===== src/rtl/putc_arbiter.sv =====
// putc_arbiter: round-robin sharing of the single dev_io putc port among N
// character producers, with optional per-owner locking across characters
// and a lock-timeout that frees the port when a locked owner goes quiet.
//
// Handshake: a requester raises req_push[i] with a stable char and holds it
// until req_done[i] pulses; the arbiter raises putc_push (level) toward
// dev_io and holds putc_char/grant constant until putc_push_done pulses.
// During the cycle req_done is high every req_push is ignored (guard cycle),
// because the requester may still be showing the character just sent.
module putc_arbiter #(
  parameter int N            = 2,
  parameter int LOCK_TIMEOUT = 1024
) (
  input  logic           clk,
  input  logic           rst,
  input  logic [N-1:0]   req_push,
  input  logic [8*N-1:0] req_char,
  input  logic [N-1:0]   req_lock,
  output logic [N-1:0]   req_done,
  output logic [N-1:0]   grant,
  output logic           lock_timeout,
  output logic           putc_push,
  output logic [7:0]     putc_char,
  input  logic           putc_push_done,
  output logic [1:0]     dbg_state
);

  localparam int IW = $clog2(N);
  localparam int CW = $clog2(LOCK_TIMEOUT + 1);

  typedef enum logic [1:0] {
    S_IDLE = 2'd0,
    S_PUSH = 2'd1,
    S_HOLD = 2'd2
  } state_t;

  state_t        state_q, state_d;
  logic [IW-1:0] owner_q, owner_d;
  logic [IW-1:0] last_owner_q, last_owner_d;
  logic [N-1:0]  grant_q, grant_d;
  logic [N-1:0]  done_q, done_d;
  logic          to_q, to_d;
  logic          push_q, push_d;
  logic [7:0]    char_q, char_d;
  logic [CW-1:0] cnt_q, cnt_d;

  logic          guard;
  logic          found;
  logic [IW-1:0] win;

  assign guard = |done_q;

  // Round-robin search starting just after the last owner, wrapping around.
  always_comb begin
    int cand;
    cand  = 0;
    found = 1'b0;
    win   = last_owner_q;
    for (int k = 1; k <= N; k++) begin
      cand = (int'(last_owner_q) + k) % N;
      if (!found && req_push[cand[IW-1:0]]) begin
        found = 1'b1;
        win   = cand[IW-1:0];
      end
    end
  end

  // Next-state and output logic for the IDLE / PUSH / HOLD controller.
  always_comb begin
    state_d      = state_q;
    owner_d      = owner_q;
    last_owner_d = last_owner_q;
    grant_d      = grant_q;
    done_d       = '0;
    to_d         = 1'b0;
    push_d       = push_q;
    char_d       = char_q;
    cnt_d        = cnt_q;
    case (state_q)
      S_IDLE: begin
        if (found && !guard) begin
          owner_d      = win;
          grant_d      = '0;
          grant_d[win] = 1'b1;
          char_d       = req_char[{win, 3'b000} +: 8];
          push_d       = 1'b1;
          state_d      = S_PUSH;
        end
      end
      S_PUSH: begin
        if (putc_push_done) begin
          push_d = 1'b0;
          done_d = grant_q;
          if (req_lock[owner_q]) begin
            cnt_d   = '0;
            state_d = S_HOLD;
          end else begin
            last_owner_d = owner_q;
            grant_d      = '0;
            state_d      = S_IDLE;
          end
        end
      end
      S_HOLD: begin
        if (req_push[owner_q] && !guard) begin
          char_d  = req_char[{owner_q, 3'b000} +: 8];
          push_d  = 1'b1;
          state_d = S_PUSH;
        end else if (!req_lock[owner_q]) begin
          last_owner_d = owner_q;
          grant_d      = '0;
          state_d      = S_IDLE;
        end else if (cnt_q == CW'(LOCK_TIMEOUT - 1)) begin
          to_d         = 1'b1;
          last_owner_d = owner_q;
          grant_d      = '0;
          state_d      = S_IDLE;
        end else begin
          cnt_d = cnt_q + CW'(1);
        end
      end
      default: begin
        state_d = S_IDLE;
        grant_d = '0;
        push_d  = 1'b0;
      end
    endcase
  end

  // State registers; reset makes requester 0 the first round-robin winner.
  always_ff @(posedge clk or negedge rst) begin
    if (!rst) begin
      state_q      <= S_IDLE;
      owner_q      <= '0;
      last_owner_q <= IW'(N - 1);
      grant_q      <= '0;
      done_q       <= '0;
      to_q         <= 1'b0;
      push_q       <= 1'b0;
      char_q       <= '0;
      cnt_q        <= '0;
    end else begin
      state_q      <= state_d;
      owner_q      <= owner_d;
      last_owner_q <= last_owner_d;
      grant_q      <= grant_d;
      done_q       <= done_d;
      to_q         <= to_d;
      push_q       <= push_d;
      char_q       <= char_d;
      cnt_q        <= cnt_d;
    end
  end

  assign req_done     = done_q;
  assign grant        = grant_q;
  assign lock_timeout = to_q;
  assign putc_push    = push_q;
  assign putc_char    = char_q;
  assign dbg_state    = state_q;

endmodule


===== config.mk =====
export PLATFORM = sky130hd
export DESIGN_NAME = putc_arbiter
export DESIGN_NICKNAME = d
export VERILOG_FILES = /design/src/rtl/putc_arbiter.sv
export SDC_FILE = /design/constraint.sdc
export NUM_CORES = 1
export LEC_CHECK = 0
export BUFFER_PORTS_ARGS = -buffer_cell sky130_fd_sc_hd__buf_2
export CAP_MARGIN = 20
export CELL_PAD_IN_SITES_DETAIL_PLACEMENT = 1
export CELL_PAD_IN_SITES_GLOBAL_PLACEMENT = 1
export CORE_UTILIZATION = 45
export CTS_BUF_LIST = sky130_fd_sc_hd__clkbuf_4 sky130_fd_sc_hd__clkbuf_8
export DETAILED_ROUTE_END_ITERATION = 16
export PLACE_DENSITY = 0.94
export SYNTH_ARGS = -nofsm -noshare
export SYNTH_HDL_FRONTEND = slang
export SYNTH_SLANG_ARGS = --single-unit
export TNS_END_PERCENT = 30

===== constraint.sdc =====
create_clock -name clk -period 5.1 [get_ports clk]
set_clock_uncertainty 0.05 [all_clocks]
set_input_delay 0.51 -clock clk [delete_from_list [all_inputs] [get_ports clk]]
set_output_delay 0.51 -clock clk [all_outputs]
set_load 0.1 [all_outputs]

Word-level counts from Yosys, hierarchy flattened

Index checks and enable logic that the tools add are counted.

Register bits after elaboration: 29
Latch bits: 0
RAM bits: 0
Bits in read-only memories: 0
Input bits: 23
Output and inout bits: 16
Word-level logic and storage cells: 100
Memories: 0

Add/subtract/negate cells: 3
$mul: 0
Divide/modulo/power cells: 0
$lt $le $gt $ge: 5
Equal/unequal tests: 13
Shifts and indexed selects: 2
Mux-type cells: 51
Bitwise gates (word level): 0
Reduce and logical (&&, ||, !) cells: 17

Operator list:

| kind                                                                 | count |
|---|---|
| 11-bit two-way mux                                                   | 5 |
| 16-bit by 5-bit variable part select with 8-bit output               | 2 |
| 1-bit two-way mux                                                    | 25 |
| 2-bit two-way mux                                                    | 12 |
| 11-bit one-hot mux with 2 select lines                               | 1 |
| 8-bit two-way mux                                                    | 2 |
| 2-bit != test, second input constant                                 | 8 |
| 8-bit one-hot mux with 2 select lines                                | 1 |
| 2-bit one-hot mux with 3 select lines                                | 2 |
| 11-bit by 1-bit adder with 11-bit output, second input constant      | 1 |
| 11-bit by 10-bit == test with 1-bit output, second input constant    | 1 |
| 5-bit AND reduction                                                  | 2 |
| 3-bit AND reduction                                                  | 3 |
| 1-bit by 2-bit < comparator with 1-bit output, second input constant | 4 |
| 6-bit AND reduction                                                  | 1 |
| 1-bit logical AND                                                    | 4 |
| 4-bit != test, second input constant                                 | 1 |
| 2-bit nonzero test                                                   | 2 |
| 3-bit != test, second input constant                                 | 1 |
| 1-bit one-hot mux with 3 select lines                                | 1 |
| 1-bit adder, second input constant                                   | 2 |
| 2-bit by 1-bit == test with 1-bit output, second input constant      | 1 |
| 2-bit == test, second input constant                                 | 1 |
| 1-bit logical NOT                                                    | 2 |
| 6 further kinds                                                      | 6 |

Longest topological paths before layout

Depth after elaboration: 13
Gate-level depth with buffers: 7
Gate-level depth less buffers: 6

Least setup slack after synthesis

No wires, ideal clock.

Path type: register to register
Start point: register state_q[1] (netlist: dbg_state[1])
End point: register cnt_q[6]
Library setup time: 0.120 ns
Arrival time: 2.267 ns
Required time: 4.930 ns
Setup slack: 2.663 ns
Stages on the path, launching flop included: 8
Path buffers: 2
Clock period less this slack: 2.437 ns
Path through: dfrtp_1 -> buf_4 -> nor2b_1 -> buf_4 -> o21ai_1 -> a211oi_2 -> a31oi_1 -> a41o_1

Word-level cells in the longest chain between the ends: 3
Elaborated cells on any way between the ends: 10
Classes of those cells: eq/ne: 7; mux: 1; reduce/logical: 2

RTL lines:

| what                                                                      | RTL line | text |
|---|---|---|
| from (decl)                                                               | 37       | `state_t state_q, state_d;` |
| from (signal assigned)                                                    | 143      | `state_q <= state_d;` |
| 2-bit == test or 2-bit by 1-bit == test with 1-bit output (tied branches) | 79       | `case (state_q)` |
| 2-bit != test (no source line) or 2-bit nonzero test (tied branches)      | --       |  |
| 6-bit AND reduction (no source line)                                      | --       |  |
| to (signal assigned)                                                      | 151      | `cnt_q <= cnt_d;` |
| to (decl)                                                                 | 45       | `logic [CW-1:0] cnt_q, cnt_d;` |

Several ways; a longest one is shown, not always the timed one.
A chain may end at the register's enable or synchronous reset.

Worst setup path in the final report

Start point: register state_q[1] (netlist: dbg_state[1])
End point: register cnt_q[8]

The elaborated chain is that of the path after synthesis.

==> reports/qor.yml <==
logic_synthesis:
  synth_top_family_by_area: "simple AND/OR/NAND/NOR gates"
  synth_flop_cell: "dfrtp_1"
  ys_seq_area_frac: 0.463
  yosys.area.top_type: "dfrtp_1"
  yosys.area_share.simple: 0.203
  yosysTopAreaCellShare: 0.446
  ys_ff_latch: 29
  syn_area_mm2: 0.00157
  yosys.area_share.adder: 0.00797
  synth.area.top_cells: "dfrtp_1 45%, mux2i_1 6.4%, nand2_1 4.1%"
  synth_compound_area_frac: 0.164
  synthCells: 153
  synthArstFlopShare: 1.00
  ys_types: 43
  synth.mux.area_fraction: 0.128
  synth-xor-area-share: 0.00558
  yosys_warnings: 0
  syn_nets: 177
  syn_area_per_cell_um2: 10.3
  synth_edf_count: 0
floorplan:
  core-area_mm2: 0.00334
  initial_core_util: 0.471
  die_w_um: 61.1
  die-area_mm2: 0.00373
  die_h_um: 61.1
  ioPinCount: 39
  rows: 21
clock_tree:
  postCtsSetupRepairBufs: 0
  cts_tree: "yes"
  cts-root-buf: "clkbuf_4"
  hold_buffers: 0
  post_cts_resized: 0
  cts_inserted_buffers: 5
  clk_pin_slew_ns: 0.10
  clock-sinks: 29
  cts.path.max_buffers: 2
  clock_latency_ns: 0.33
  htreeDepth: 2
setup_path:
  r2r-start: "dbg_state[1]"
  reg2reg_slack_ns: 2.59
  crit_arrival_ns: 2.68
  cp-end-kind: "flop"
  r2r_cells: 5
  slowest_stage: "nor2b_1"
  start_kind: "flop"
  r2r-end: "cnt_q[8]"
  slowest_delay_ns: 0.77
  critPathKind: "flop to flop"
  cp_max_fo: 11
  cp.required_ns: 5.26
  path_cells: "nor2b_1, o21ai_1, a211oi_2, a21oi_1, a31o_1"
drt:
  drc: 0
  via_per_inst: 5.62
  drt-initial-drc-count: 73
  vias: 1348
  wl_mm: 4.09
  ant_nets: 0
  firstDrtPassIters: 4
  wire_per_inst_um: 17.1
global_routing:
  track_usage: 0.248
  grt_pass1_vias: 1450
  antenna_found_initial: 0
  grt_max_degree: 30
  overflow: 0
  grt_pass1_wl_mm: 6.60
sta:
  maxSlewViolCount: 0
  worst_pin_slew_ns: 0.892
  timing.hold.ws_ns: 0.147
  rsz0062_at_grt: "no"
  finalHoldViolations: 0
  finalCriticalPeriod_ns: 2.51
  fmax_mhz: 398
  totalNegativeSetupSlack_ns: 0
  period_share: 0.493
  slew_headroom: 0.404
  setup_viol: 0
finish:
  final_cell_mix: "38 x buf_2, 28 x dfrtp_1, 17 x nand2_1"
  stdcell_area_mm2: 0.00185
  area_growth_pct: 17.5
  diodes: 0
  fill_cells: 406
  layout_commonest_cell: "buf_2"
  drive_above_1_share: 0.335
  nets: 217
place:
  gp_congestion: 0.916
  dp.final_hpwl_mm: 3.19
  portBuffers: 38
  place_area_mm2: 0.00179
worst_hold_path:
  hp-class: "input pin to async pin"
power_and_ir_drop:
  p_leak_nw: 0.888
  power_density_mw_per_mm2: 709
  peakVddDrop_v: 0.000464
run:
  drv_cap: 0
outcome:
  outcome: "finished, final reports clean"
-- critical path, delay by kind of cell (launching register included) --
kind / cells / cell delay, ns
flops: 1 / 0.55
simple gates: 1 / 0.77
compound gates: 4 / 1.02
-- power breakdown --
part | internal (mW) | switching, mW | leakage (nW) | total [mW]
clock | 0.0709 | 0.0792 | 0.0368 | 0.150
combinational | 0.187 | 0.592 | 0.476 | 0.780
sequential | 0.305 | 0.0744 | 0.376 | 0.379
total | 0.563 | 0.746 | 0.888 | 1.31
-- worst max path at each step --
stage               slack, ns  endpoint  cells after the start          from
floorplan                2.66  cnt_q[6]                      7  dbg_state[1]
global placement         2.88  cnt_q[6]                      5  dbg_state[1]
detailed placement       2.67  cnt_q[6]                      5  dbg_state[1]
CTS                      2.62  cnt_q[8]                      5  dbg_state[1]
global route             2.46  cnt_q[8]                      5  dbg_state[1]
finish                   2.59  cnt_q[8]                      5  dbg_state[1]
-- flip-flops by register name, summed over array words and instances (netlist names) --
name	flops
lock_timeout	1
putc_char	8
req_done	2
cnt_q	11
grant	2
putc_push	1
dbg_state	2
owner_q	1
last_owner_q	1
-- per-layer routing --
layer	track usage	up-vias	share of wire
li1	-	635	-
met1	0.269	661	0.40
met2	0.450	41	0.52
met3	0.0567	11	0.041
met4	0.123	0	0.032
met5	0	-	0
-- cell type report --
type                            count  area (um^2)  area share
Timing Repair Buffer               38          190       0.103
Tap cell                           46         57.6      0.0312
Clock buffer                        8         60.1      0.0325
Sequential cell                    29          727       0.394
Multi-Input combinational cell    116          800       0.433
Inverter                            3         11.3     0.00610
-- kinds of logic after synthesis --
logic type	after synthesis
buffers and inverters	8
adder cells (fa/ha/maj)	1
XOR/XNOR	1
AND/OR/NAND/NOR	59
AO/OA/AOI/OAI	39
flip-flops	29
multiplexers	16
-- synth_stat cells (2+ instances only) --
master    count
dfrtp_1      28
nand2_1      17
a21oi_1      10
mux2i_1      10
nor2_1       10
o21ai_1       9
o21ai_0       6
nand3_1       5
nor3_1        5
and2_1        3
buf_4         3
inv_1         3
mux2_4        3
nand2b_1      3
or3_1         3
a21oi_2       2
a22o_1        2
a31o_1        2
buf_2         2
mux2i_4       2
nand3_2       2
nand4_1       2
-- through the flow --
| step | cells | setup slack (ns) | util | power, mW |
|---|---|---|---|---|
| finish | 240 | 2.59 | 0.553 | 1.31 |
| global route | 240 | 2.46 | 0.553 | 1.37 |
| CTS | 240 | 2.62 | 0.553 | 1.32 |
| detailed placement | 232 | 2.67 | 0.535 | 1.16 |
| global placement | 232 | 2.88 | 0.535 | 1.12 |
| floorplan | 153 | 2.66 | - | 1.03 |
Power figures use the tool's default switching activity.
